### config.mk
export PLATFORM = sky130hd
export DESIGN_NAME = scan_seq_ctrl
export DESIGN_NICKNAME = d
export VERILOG_FILES = /design/src/rtl/scan_seq_ctrl.sv
export SDC_FILE = /design/constraint.sdc
export NUM_CORES = 1
export LEC_CHECK = 0
export CORE_MARGIN = 8
export CORE_UTILIZATION = 53
export CTS_CLUSTER_DIAMETER = 150
export DETAILED_ROUTE_END_ITERATION = 8
export PLACE_DENSITY = 0.9
export SLEW_MARGIN = 20
export SYNTH_ARGS = -nofsm -noshare
export SYNTH_HDL_FRONTEND = slang
export SYNTH_SLANG_ARGS = --single-unit
### constraint.sdc
create_clock -name clk -period 5.5 [get_ports clk]
set_clock_uncertainty 0.05 [all_clocks]
set_input_delay 1.375 -clock clk [delete_from_list [all_inputs] [get_ports clk]]
set_output_delay 1.375 -clock clk [all_outputs]
set_load 0.03 [all_outputs]
### src/rtl/scan_seq_ctrl.sv
// scan_seq_ctrl: scan-test sequencer driving load/settle/capture/unload shifts and pattern counting
// Ports: clk, rst (async, active high); test_en, start, pat_total, si_data/si_vld/si_rdy (scan-in
// handshake), chain_so -> so_data/so_vld (registered scan-out), scan_en, shift_en, cap_en (core
// enables), busy, done, pat_cnt, signature (MISR value when SCAN_MISR_EN is defined, else 0).
module scan_seq_ctrl #(
    parameter int NCHAIN    = 8,
    parameter int CHAIN_LEN = 64,
    parameter int CAP_CYC   = 1,
    parameter int PAT_W     = 16
) (
    input  logic              clk,
    input  logic              rst,
    input  logic              test_en,
    input  logic              start,
    input  logic [PAT_W-1:0]  pat_total,
    input  logic [NCHAIN-1:0] si_data,
    input  logic              si_vld,
    output logic              si_rdy,
    input  logic [NCHAIN-1:0] chain_so,
    output logic [NCHAIN-1:0] so_data,
    output logic              so_vld,
    output logic              scan_en,
    output logic              shift_en,
    output logic              cap_en,
    output logic              busy,
    output logic              done,
    output logic [PAT_W-1:0]  pat_cnt,
    output logic [15:0]       signature
);
    localparam int CW = $clog2(CHAIN_LEN + 1);
    typedef enum logic [2:0] {IDLE, LOAD, SETTLE, CAPTURE, UNLOAD, DONE} state_t;
    state_t            state_q;
    logic [CW-1:0]     cnt_q;
    logic [1:0]        cap_q;
    logic [PAT_W-1:0]  pat_cnt_q, total_q;
    logic [NCHAIN-1:0] so_data_q;
    logic              so_vld_q;
    logic              shifting, last_shift, last_cap;
    logic [PAT_W-1:0]  pat_next;
    assign shifting   = (state_q == LOAD) || (state_q == UNLOAD);
    assign last_shift = cnt_q == CW'(CHAIN_LEN - 1);
    assign last_cap   = cap_q == 2'(CAP_CYC - 1);
    assign pat_next   = pat_cnt_q + PAT_W'(1);
    // Scan-in data is only a handshake here; the core chains take si_data directly.
    assign si_rdy   = shifting;
    assign scan_en  = shifting;
    assign shift_en = shifting && si_vld;
    assign cap_en   = state_q == CAPTURE;
    assign busy     = state_q != IDLE;
    assign done     = state_q == DONE;
    assign so_data  = so_data_q;
    assign so_vld   = so_vld_q;
    assign pat_cnt  = pat_cnt_q;
    always_ff @(posedge clk or posedge rst) begin
        if (rst) begin
            state_q   <= IDLE;
            cnt_q     <= '0;
            cap_q     <= '0;
            pat_cnt_q <= '0;
            total_q   <= '0;
            so_data_q <= '0;
            so_vld_q  <= 1'b0;
        end else begin
            so_vld_q <= shift_en;
            if (shift_en) so_data_q <= chain_so;
            if (!test_en) state_q <= IDLE;
            else case (state_q)
                IDLE: if (start) begin
                    total_q   <= pat_total;
                    pat_cnt_q <= '0;
                    cnt_q     <= '0;
                    cap_q     <= '0;
                    state_q   <= pat_total == '0 ? DONE : LOAD;
                end
                LOAD, UNLOAD: if (si_vld) begin
                    cnt_q <= last_shift ? '0 : cnt_q + CW'(1);
                    if (last_shift) state_q <= state_q == LOAD ? SETTLE : DONE;
                end
                SETTLE: state_q <= CAPTURE;
                CAPTURE: begin
                    cap_q <= last_cap ? 2'd0 : cap_q + 2'd1;
                    if (last_cap) begin
                        pat_cnt_q <= pat_next;
                        state_q   <= pat_next < total_q ? LOAD : UNLOAD;
                    end
                end
                DONE:    state_q <= IDLE;
                default: state_q <= IDLE;
            endcase
        end
    end
`ifdef SCAN_MISR_EN
    logic [15:0] misr_q, fold;
    always_comb begin
        fold = '0;
        for (int i = 0; i < NCHAIN; i++) fold[i % 16] = fold[i % 16] ^ so_data_q[i];
    end
    // Updates stop once the FSM is back in IDLE, so the signature is frozen after done.
    always_ff @(posedge clk or posedge rst) begin
        if (rst) misr_q <= '0;
        else if (state_q == IDLE && start && test_en) misr_q <= 16'hFFFF;
        else if (state_q != IDLE && so_vld_q)
            misr_q <= {misr_q[14:0], 1'b0} ^ (misr_q[15] ? 16'h1021 : 16'h0000) ^ fold;
    end
    assign signature = misr_q;
`else
    assign signature = 16'h0000;
`endif
endmodule
==> results of run 1 <==
per-stage QoR:
| stage | hold WS [ps] | util | cells | area (um^2) |
|---|---|---|---|---|
| after floorplan | 404.7 | - | 322 | 3247 |
| after global placement | 429.5 | 0.6337 | 430 | 3730 |
| after detailed placement | 433.7 | 0.6337 | 430 | 3730 |
| after CTS | 462.3 | 0.6509 | 438 | 3831 |
| after global routing | 473.0 | 0.6509 | 438 | 3831 |
| final | 455.9 | 0.6509 | 438 | 3831 |
cells in the mapped netlist (all sizes together), types with 5 or more instances:
cell type   n
xnor2       9
nor3        5
nor4        5
buf        25
o21ai      22
xor2        6
a22o        9
mux2       24
a21oi       7
nor2        9
nand3      12
inv        21
and3        6
o31ai       8
dfrtp      53
nand2      22
ha         19
cell usage in the layout, fill, tap and decap left out, types with 4 or more instances in the layout:
master,Yosys,routed
a21oi_1,7,7
a22o_1,9,9
and3_1,5,5
and4_1,4,4
clkbuf_8,0,7
clkdlybuf4s50_1,0,59
conb_1,1,16
dfrtp_1,53,53
ha_1,19,19
inv_1,21,20
mux2_2,24,24
nand2_1,22,22
nand3_1,12,12
nand4_1,4,4
nor2_1,9,9
nor3_1,4,4
nor4_1,4,4
o21ai_0,22,22
o31ai_1,7,7
xnor2_1,8,8
xor2_1,6,6
final timing paths:
path                                          end  slack (ps)  depth (start not counted)
max                                      shift_en        1090                          4
min reg2reg                  cnt_q[6]$_DFFE_PP0P_         460                          1
min                          cnt_q[6]$_DFFE_PP0P_         460                          1
max in group asynchronous  pat_cnt[4]$_DFFE_PP0P_        3400                          3
max reg2reg                state_q[0]$_DFFE_PP0P_        2190                         10
min in group asynchronous  so_data[1]$_DFFE_PP0P_        1550                          3
per-layer routing:
layer  track usage  share of wire  up-vias  wire length [um]
met5             0              0        -                 0
met4       0.07001          0.025        0               181
met3       0.03606          0.057       18               417
met2        0.3008           0.52       82              3795
met1        0.2006           0.40     1198              2923
li1              -              -     1172                 -
cell type report:
type	instances	share of cell area
Multi-Input combinational cell	220	0.4242
Sequential cell	53	0.3462
Timing Repair Buffer	61	0.1581
Clock buffer	7	0.02515
Tap cell	75	0.02449
Inverter	21	0.02057
Clock inverter	1	0.001306
logic make-up (layout without fill, tap and decap cells):
logic type / Yosys count / after routing / share of synthesized area
adders and majority gates: 19 / 19 / 0.07451
other: 1 / 16 / 0.001175
muxes: 25 / 25 / 0.08784
xor gates and xnor gates: 15 / 15 / 0.04353
DFF: 53 / 53 / 0.4157
and+or+nand+nor: 83 / 83 / 0.1475
AOI/OAI and AO/OA: 62 / 62 / 0.1373
buffers and inverters: 49 / 90 / 0.09255
registers in the layout, indices dropped and copies added (netlist names):
signal and flops:
pat_cnt 16, state_q 3, cnt_q 7, cap_q 2, so_vld 1, total_q 16, so_data 8
where the power goes:
group / internal, W / switching [W]
Combinational: 0.000289 / 0.000339
Clock: 0.000114 / 0.000126
Sequential: 0.000495 / 0.0000791
==> results.cfg, run 1 <==
[placed_design]
dp_slack_ps = 1121
gp_congestion = 0.8701
numPortBuffers = 59
dp_hpwl_mm = 5.340

[worst_hold_path]
hp-class = reg -> reg
hp-start = cnt_q[6]$_DFFE_PP0P_

[critical_path]
worstReg2RegStart = pat_cnt[0]$_DFFE_PP0P_
cp-end-kind = output pin
crit_required_ps = 4070
path_class = in -> out
cpLargestDelayFamily = buffers and inverters
startpoint_type = input port
startpoint = si_vld
cp_max_fo = 11
cp_common_cell = clkdlybuf4s50_1
path_cells = clkdlybuf4s50_1 -> nor3b_2 -> buf_4 -> clkdlybuf4s50_1
critPathSlowestCell = clkdlybuf4s50_1
path_buf_inv = 3
arrival_ps = 2980
critical_path.max_stage_delay_ps = 700

[pwr]
ir_worst_vdd_mv = 0.2410
total_leakage_power_nw = 1.744
powerDensity_nw_per_um2 = 376.5
p_total_w = 0.001443

[detailed_routing]
vias = 2470
finalWirelength_mm = 7.317
routedWlPerCell_um = 16.71
dr.pass1.iters = 4
ant_nets = 0
routed_via_density = 5.639
drc_errors = 0
drtIter0Drc = 281

[clocking]
clockBufferDepth = 2
htreeDepth = 2
cts_setup_buffers = 0
cts_hold_buf = 0
cts_tree = yes
clock_sinks = 53
clk_latency_ps = 310
cts_buffers = 5
ctsResizeCount = 0
clk_pin_slew_ps = 100
root_buffer = clkbuf_8

[floorplanning]
start_util = 0.5421
rows = 28
die_height_um = 93.59
dieArea_um2 = 8759
core_um2 = 5886
die_w_um = 93.59
ios = 84

[grt]
grt_first_pass_wirelength_mm = 12.05
grt_max_degree = 54
track_usage = 0.1723
grt_pass1_vias = 2458
antenna_found_initial = 0
overflow = 0

[finish]
fillers = 448
area_growth_pct = 20.08
fin_nets = 418
diodes = 0
layout.area.seq_um2 = 1326
multi_input_comb_area_um2 = 1625
drive_above_1_share = 0.1377

[sta]
rsz0062_at_grt = false
hold_viol = 0
maxSlewViolCount = 0
relSlewSlack = 0.3838
worst_pin_slew_ps = 924.3
layout_min_cycle_time_ps = 4409
clock.fmax_mhz = 226.8
timing.final.crit_share = 0.8016
setup_tns_ps = 0
setup_slack_ps = 1091
setup_viol = 0

[synth]
async_reset_ff_frac = 1.000
ys_warn_count = 0
yosysTopAreaCell = dfrtp_1
synth-edff-count = 0
syn_area_per_cell_um2 = 10.39
ys_ff_latch = 53
ys_top_cells_by_area = dfrtp_1 (42%), mux2_2 (8.5%), ha_1 (7.5%), buf_4 (4.0%), o21ai_0 (3.5%)
syn_inst = 307
yosysSeqAreaShare = 0.4157
syn_area_um2 = 3191
synth_top_area_frac = 0.4157
yosysUniqueCellTypes = 53
ys.flop_type = dfrtp_1

[run_status]
outcome = completed

[flow_run]
drv_cap = 0
(Power assumes the default switching activity.)
==> run 2: changes to the inputs <==
--- a/config.mk
+++ b/config.mk
@@ -6,10 +6,10 @@
 export NUM_CORES = 1
 export LEC_CHECK = 0
 export CORE_MARGIN = 8
-export CORE_UTILIZATION = 53
+export CORE_UTILIZATION = 49
 export CTS_CLUSTER_DIAMETER = 150
 export DETAILED_ROUTE_END_ITERATION = 8
-export PLACE_DENSITY = 0.9
+export PLACE_DENSITY = 0.84
 export SLEW_MARGIN = 20
 export SYNTH_ARGS = -nofsm -noshare
 export SYNTH_HDL_FRONTEND = slang
==> constraint.sdc (replaced) <==
create_clock -name clk -period 4.3 [get_ports clk]
set_clock_uncertainty 0.05 [all_clocks]
set_input_delay 1.075 -clock clk [delete_from_list [all_inputs] [get_ports clk]]
set_output_delay 1.075 -clock clk [all_outputs]
set_load 0.03 [all_outputs]
==> run 2 against run 1 <==
Design area increased by 0.16%. Global-route usage decreased by 1.8 points. Clock power increased by 39%. Core utilization decreased by 4.3 points. Critical endpoint unchanged. Combinational power increased by 26%. First-iteration DRC count decreased by 61%. Highest routed layer unchanged. Final cell count increased by 0.23%. Sequential share of layout area decreased by 0.056 points. Clock-buffer cell count decreased by 2. Sequential power increased by 29%.
==> results.cfg, run 2 (synthesis gave the netlist of run 1 again) <==
[clocking]
clock_sinks = 53
htreeDepth = 2
root_buffer = clkbuf_8
cts_tree = yes
cts_hold_buf = 0
cts_buffers = 5
cts_setup_buffers = 0
clk_latency_ps = 310
clockBufferDepth = 2
clk_pin_slew_ps = 90
ctsResizeCount = 0

[finish]
drive_above_1_share = 0.1354
fin_nets = 418
mostFrequentLayoutCells = clkdlybuf4s50_1 (59), dfrtp_1 (53), mux2_2 (24)
area_growth_pct = 20.27
fillers = 520
final_common_cell = clkdlybuf4s50_1
diodes = 0

[floorplanning]
die_height_um = 96.69
dieArea_um2 = 9349
start_util = 0.5054
ios = 84
die_w_um = 96.69
rows = 29
core_um2 = 6314

[run_status]
outcome = completed

[sta]
timing.final.crit_share = 0.8565
setup_viol = 0
relSlewSlack = 0.3950
whs_ps = 465.0
layout_min_cycle_time_ps = 3683
setup_tns_ps = 0
hold_viol = 0
rsz0062_at_grt = false
worst_pin_slew_ps = 906.4
clock.fmax_mhz = 271.5
maxSlewViolCount = 0

[pwr]
powerDensity_nw_per_um2 = 486.5
ir_worst_vdd_mv = 0.2556
p_total_w = 0.001867
total_leakage_power_nw = 1.743

[detailed_routing]
ant_nets = 0
dr.pass1.iters = 5
routed_via_density = 5.579
drtIter0Drc = 110
vias = 2449
finalWirelength_mm = 7.163
routedWlPerCell_um = 16.32
drc_errors = 0

[flow_run]
drv_cap = 0

[placed_design]
numPortBuffers = 59
dp_hpwl_mm = 5.408
gp_congestion = 0.7950

[grt]
grt_first_pass_wirelength_mm = 12.30
track_usage = 0.1548
grt_max_degree = 54
antenna_found_initial = 0
grt_pass1_vias = 2563
overflow = 0

[critical_path]
cp-end-kind = output pin
arrival_ps = 2560
path_class = in -> out
crit_required_ps = 3170
cp_max_fo = 3
startpoint_type = input port

[worst_hold_path]
hp-class = reg -> reg
[run 2: changes by cell type in the layout (fill, tap and decap cells not counted)]
cell,before,now
inv_2,1,0
clkinv_2,1,2
clkbuf_8,7,5
bufinv_16,0,1
[run 2: critical path, cell delays in order]
cell,delay [ps]
clkdlybuf4s50_1,510
nor3b_2,250
clkdlybuf4s50_1,730
[run 2: layer usage]
layer / part of all wire / vias up / track usage
met5: 0 / - / 0
met4: 0.014 / 0 / 0.05207
met3: 0.047 / 10 / 0.03556
met2: 0.54 / 68 / 0.2833
met1: 0.40 / 1194 / 0.1703
li1: - / 1177 / -
[run 2: cell type report]
class | count | area [um^2] | share of cell area
Clock inverter | 2 | 35.03 | 0.009129
Sequential cell | 53 | 1326 | 0.3456
Multi-Input combinational cell | 220 | 1625 | 0.4235
Clock buffer | 5 | 68.82 | 0.01793
Timing Repair Buffer | 61 | 605.6 | 0.1578
Tap cell | 77 | 96.34 | 0.02511
Inverter | 21 | 80.08 | 0.02087
[run 2: worst paths after layout]
kind / from / endpoint / slack, ps / depth (start not counted)
max in group asynchronous: rst / pat_cnt[9]$_DFFE_PP0P_ / 2460 / 2
hold / removal: so_data[2]$_DFFE_PP0P_ / so_data[2]$_DFFE_PP0P_ / 460 / 1
setup / recovery: si_vld / shift_en / 620 / 3
setup reg to reg: pat_cnt[0]$_DFFE_PP0P_ / state_q[0]$_DFFE_PP0P_ / 1030 / 11
hold reg to reg: so_data[2]$_DFFE_PP0P_ / so_data[2]$_DFFE_PP0P_ / 460 / 1
min in group asynchronous: rst / cnt_q[6]$_DFFE_PP0P_ / 1210 / 2
[run 2: power by group]
group / switching [W] / internal (W) / leakage [nW] / total, W
Clock: 0.000164 / 0.000170 / 0.0540 / 0.000334
Sequential: 0.000105 / 0.000634 / 0.684 / 0.000739
Combinational: 0.000425 / 0.000369 / 1.01 / 0.000794
[run 2: metrics by stage]
step / cells / area [um^2] / utilization / worst slack (ps)
finish: 439 / 3837 / 0.6078 / 616.9
global route: 439 / 3837 / 0.6078 / 542.0
CTS: 439 / 3836 / 0.6076 / 609.3
detailed placement: 432 / 3732 / 0.5912 / 617.8
global placement: 432 / 3732 / 0.5912 / 656.6
floorplan: 322 / 3247 / - / 1289
==> run 3: changes to the inputs <==
--- a/config.mk
+++ b/config.mk
@@ -9,6 +9,7 @@
 export CORE_UTILIZATION = 49
 export CTS_CLUSTER_DIAMETER = 150
 export DETAILED_ROUTE_END_ITERATION = 8
+export HOLD_SLACK_MARGIN = 0.06
 export PLACE_DENSITY = 0.84
 export SLEW_MARGIN = 20
 export SYNTH_ARGS = -nofsm -noshare
==> constraint.sdc (replaced) <==
create_clock -name clk -period 3.94 [get_ports clk]
set_clock_uncertainty 0.05 [all_clocks]
set_input_delay 0.985 -clock clk [delete_from_list [all_inputs] [get_ports clk]]
set_output_delay 0.985 -clock clk [all_outputs]
set_load 0.03 [all_outputs]
==> run 3 against run 2 <==
Power increased by 6.2%. Via count increased by 0.53%. Sequential share of layout area increased by 0.11 points. Design area decreased by 0.33%. Combinational power increased by 9.8%. Global-route usage decreased by 0.17 points. Register-to-register slack got worse by 330 ps. First-iteration DRC count increased by 48%. Worst hold slack got worse by 1.1 ps. Core utilization decreased by 0.20 points. Wire length decreased by 0.40%. Largest cell class unchanged. Largest power group unchanged.
==> results.cfg, run 3 (synthesis gave the netlist of run 1 again) <==
[run_status]
outcome = completed

[critical_path]
arrival_ps = 3420
cp-end-kind = register
path_class = reg -> reg
cp_max_fo = 7
crit_required_ps = 4120
startpoint_type = register

[detailed_routing]
dr.pass1.iters = 4
routed_via_density = 5.583
drtIter0Drc = 163
highest_layer = met4
wl_met3_um = 265
drc_errors = 0
vias = 2462
finalWirelength_mm = 7.134
ant_nets = 0
routedWlPerCell_um = 16.18
wl_met2_mm = 3.632
wl_met1_mm = 3.098

[clocking]
htreeDepth = 2
clk_latency_ps = 310
cts_setup_buffers = 0
cts_buffers = 5
clk_pin_slew_ps = 100
cts_hold_buf = 0
ctsResizeCount = 0
cts_tree = yes
clock_sinks = 53
root_buffer = clkbuf_8
clockBufferDepth = 2

[pwr]
seqPwrFrac = 0.403
powerDensity_nw_per_um2 = 518.4
p_sw_w = 0.0007621
combPwrFrac = 0.440
power_frac_clock = 0.157
ir_worst_vdd_mv = 0.2811
p_int_w = 0.001221
total_leakage_power_nw = 1.734
p_sw_frac = 0.3844

[finish]
area_growth_pct = 19.88
multi_input_comb_area_um2 = 1625
diodes = 0
fin_nets = 419
final_common_cell = clkdlybuf4s50_1
drive_above_1_share = 0.1401
mostFrequentLayoutCells = clkdlybuf4s50_1 (58), dfrtp_1 (53), mux2_2 (24)
layout.area.seq_um2 = 1326
fillers = 532

[flow_run]
drv_cap = 0

[floorplanning]
core_um2 = 6314
rows = 29
ios = 84
die_height_um = 96.69
start_util = 0.5054
dieArea_um2 = 9349
die_w_um = 96.69

[sta]
hold_viol = 0
relSlewSlack = 0.5665
setup_slack_ps = 700.9
setup_tns_ps = 0
rsz0062_at_grt = false
clock.fmax_mhz = 308.7
setup_viol = 0
maxSlewViolCount = 0
worst_pin_slew_ps = 644.4
layout_min_cycle_time_ps = 3239
timing.final.crit_share = 0.8221

[placed_design]
numPortBuffers = 59
dp_slack_ps = 727.1
gp_congestion = 0.7749
dp_hpwl_mm = 5.516

[grt]
overflow = 0
track_usage = 0.1531
grt_pass1_vias = 2564
grt_max_degree = 36
grt_first_pass_wirelength_mm = 12.10
antenna_found_initial = 0

[worst_hold_path]
hp-class = reg -> reg
==> run 3: path summary, 6_finish.rpt <==
path                       cells past startpoint                   start                       to  slack (ps)
setup reg to reg                              10  pat_cnt[0]$_DFFE_PP0P_   state_q[0]$_DFFE_PP0P_         700
min in group asynchronous                      2                     rst   so_data[6]$_DFFE_PP0P_         920
setup / recovery                              10  pat_cnt[0]$_DFFE_PP0P_   state_q[0]$_DFFE_PP0P_         700
hold / removal                                 1  so_data[1]$_DFFE_PP0P_   so_data[1]$_DFFE_PP0P_         460
hold reg to reg                                1  so_data[1]$_DFFE_PP0P_   so_data[1]$_DFFE_PP0P_         460
max in group asynchronous                      3                     rst  pat_cnt[13]$_DFFE_PP0P_        2130
==> run 3: area by class of cell <==
type | instances | area share
Clock buffer | 6 | 0.01897
Clock inverter | 2 | 0.003925
Inverter | 21 | 0.02061
Multi-Input combinational cell | 220 | 0.4249
Sequential cell | 53 | 0.3467
Tap cell | 77 | 0.02519
Timing Repair Buffer | 62 | 0.1596
==> run 3: power by group through the flow <==
stage          registers, W  clock network [W]  logic (W)
6_report           0.000800           0.000311   0.000872
5_1_grt            0.000825           0.000334   0.000955
4_1_cts            0.000802           0.000315   0.000876
3_5_place_dp       0.000815                  0   0.000870
3_3_place_gp       0.000802                  0   0.000843
2_1_floorplan      0.000868                  0   0.000571
==> run 3: routing by layer <==
layer,global-route usage,vias to the layer above
met4,0.05444,0
li1,-,1176
met1,0.1724,1221
met5,0,-
met3,0.03770,12
met2,0.2724,53
==> run 3: critical path: stages, from the launching register on <==
cell,delay [ps]
dfrtp_1,460
ha_1,260
nand3_1,210
nor4_2,480
nand3_1,200
xnor2_1,170
ha_1,320
and4_1,210
a221oi_1,380
o311ai_0,210
a31oi_1,210
==> run 3: per-stage QoR <==
step / area [um^2] / hold slack [ps] / utilization / power (W) / cells
6_report: 3825 / 463.9 / 0.6058 / 0.001983 / 441
4_1_cts: 3825 / 468.1 / 0.6058 / 0.001993 / 441
3_3_place_gp: 3737 / 433.0 / 0.5920 / 0.001645 / 433
2_1_floorplan: 3247 / 404.7 / - / 0.001438 / 322
3_5_place_dp: 3737 / 440.1 / 0.5920 / 0.001685 / 433
5_1_grt: 3825 / 486.5 / 0.6058 / 0.002114 / 441
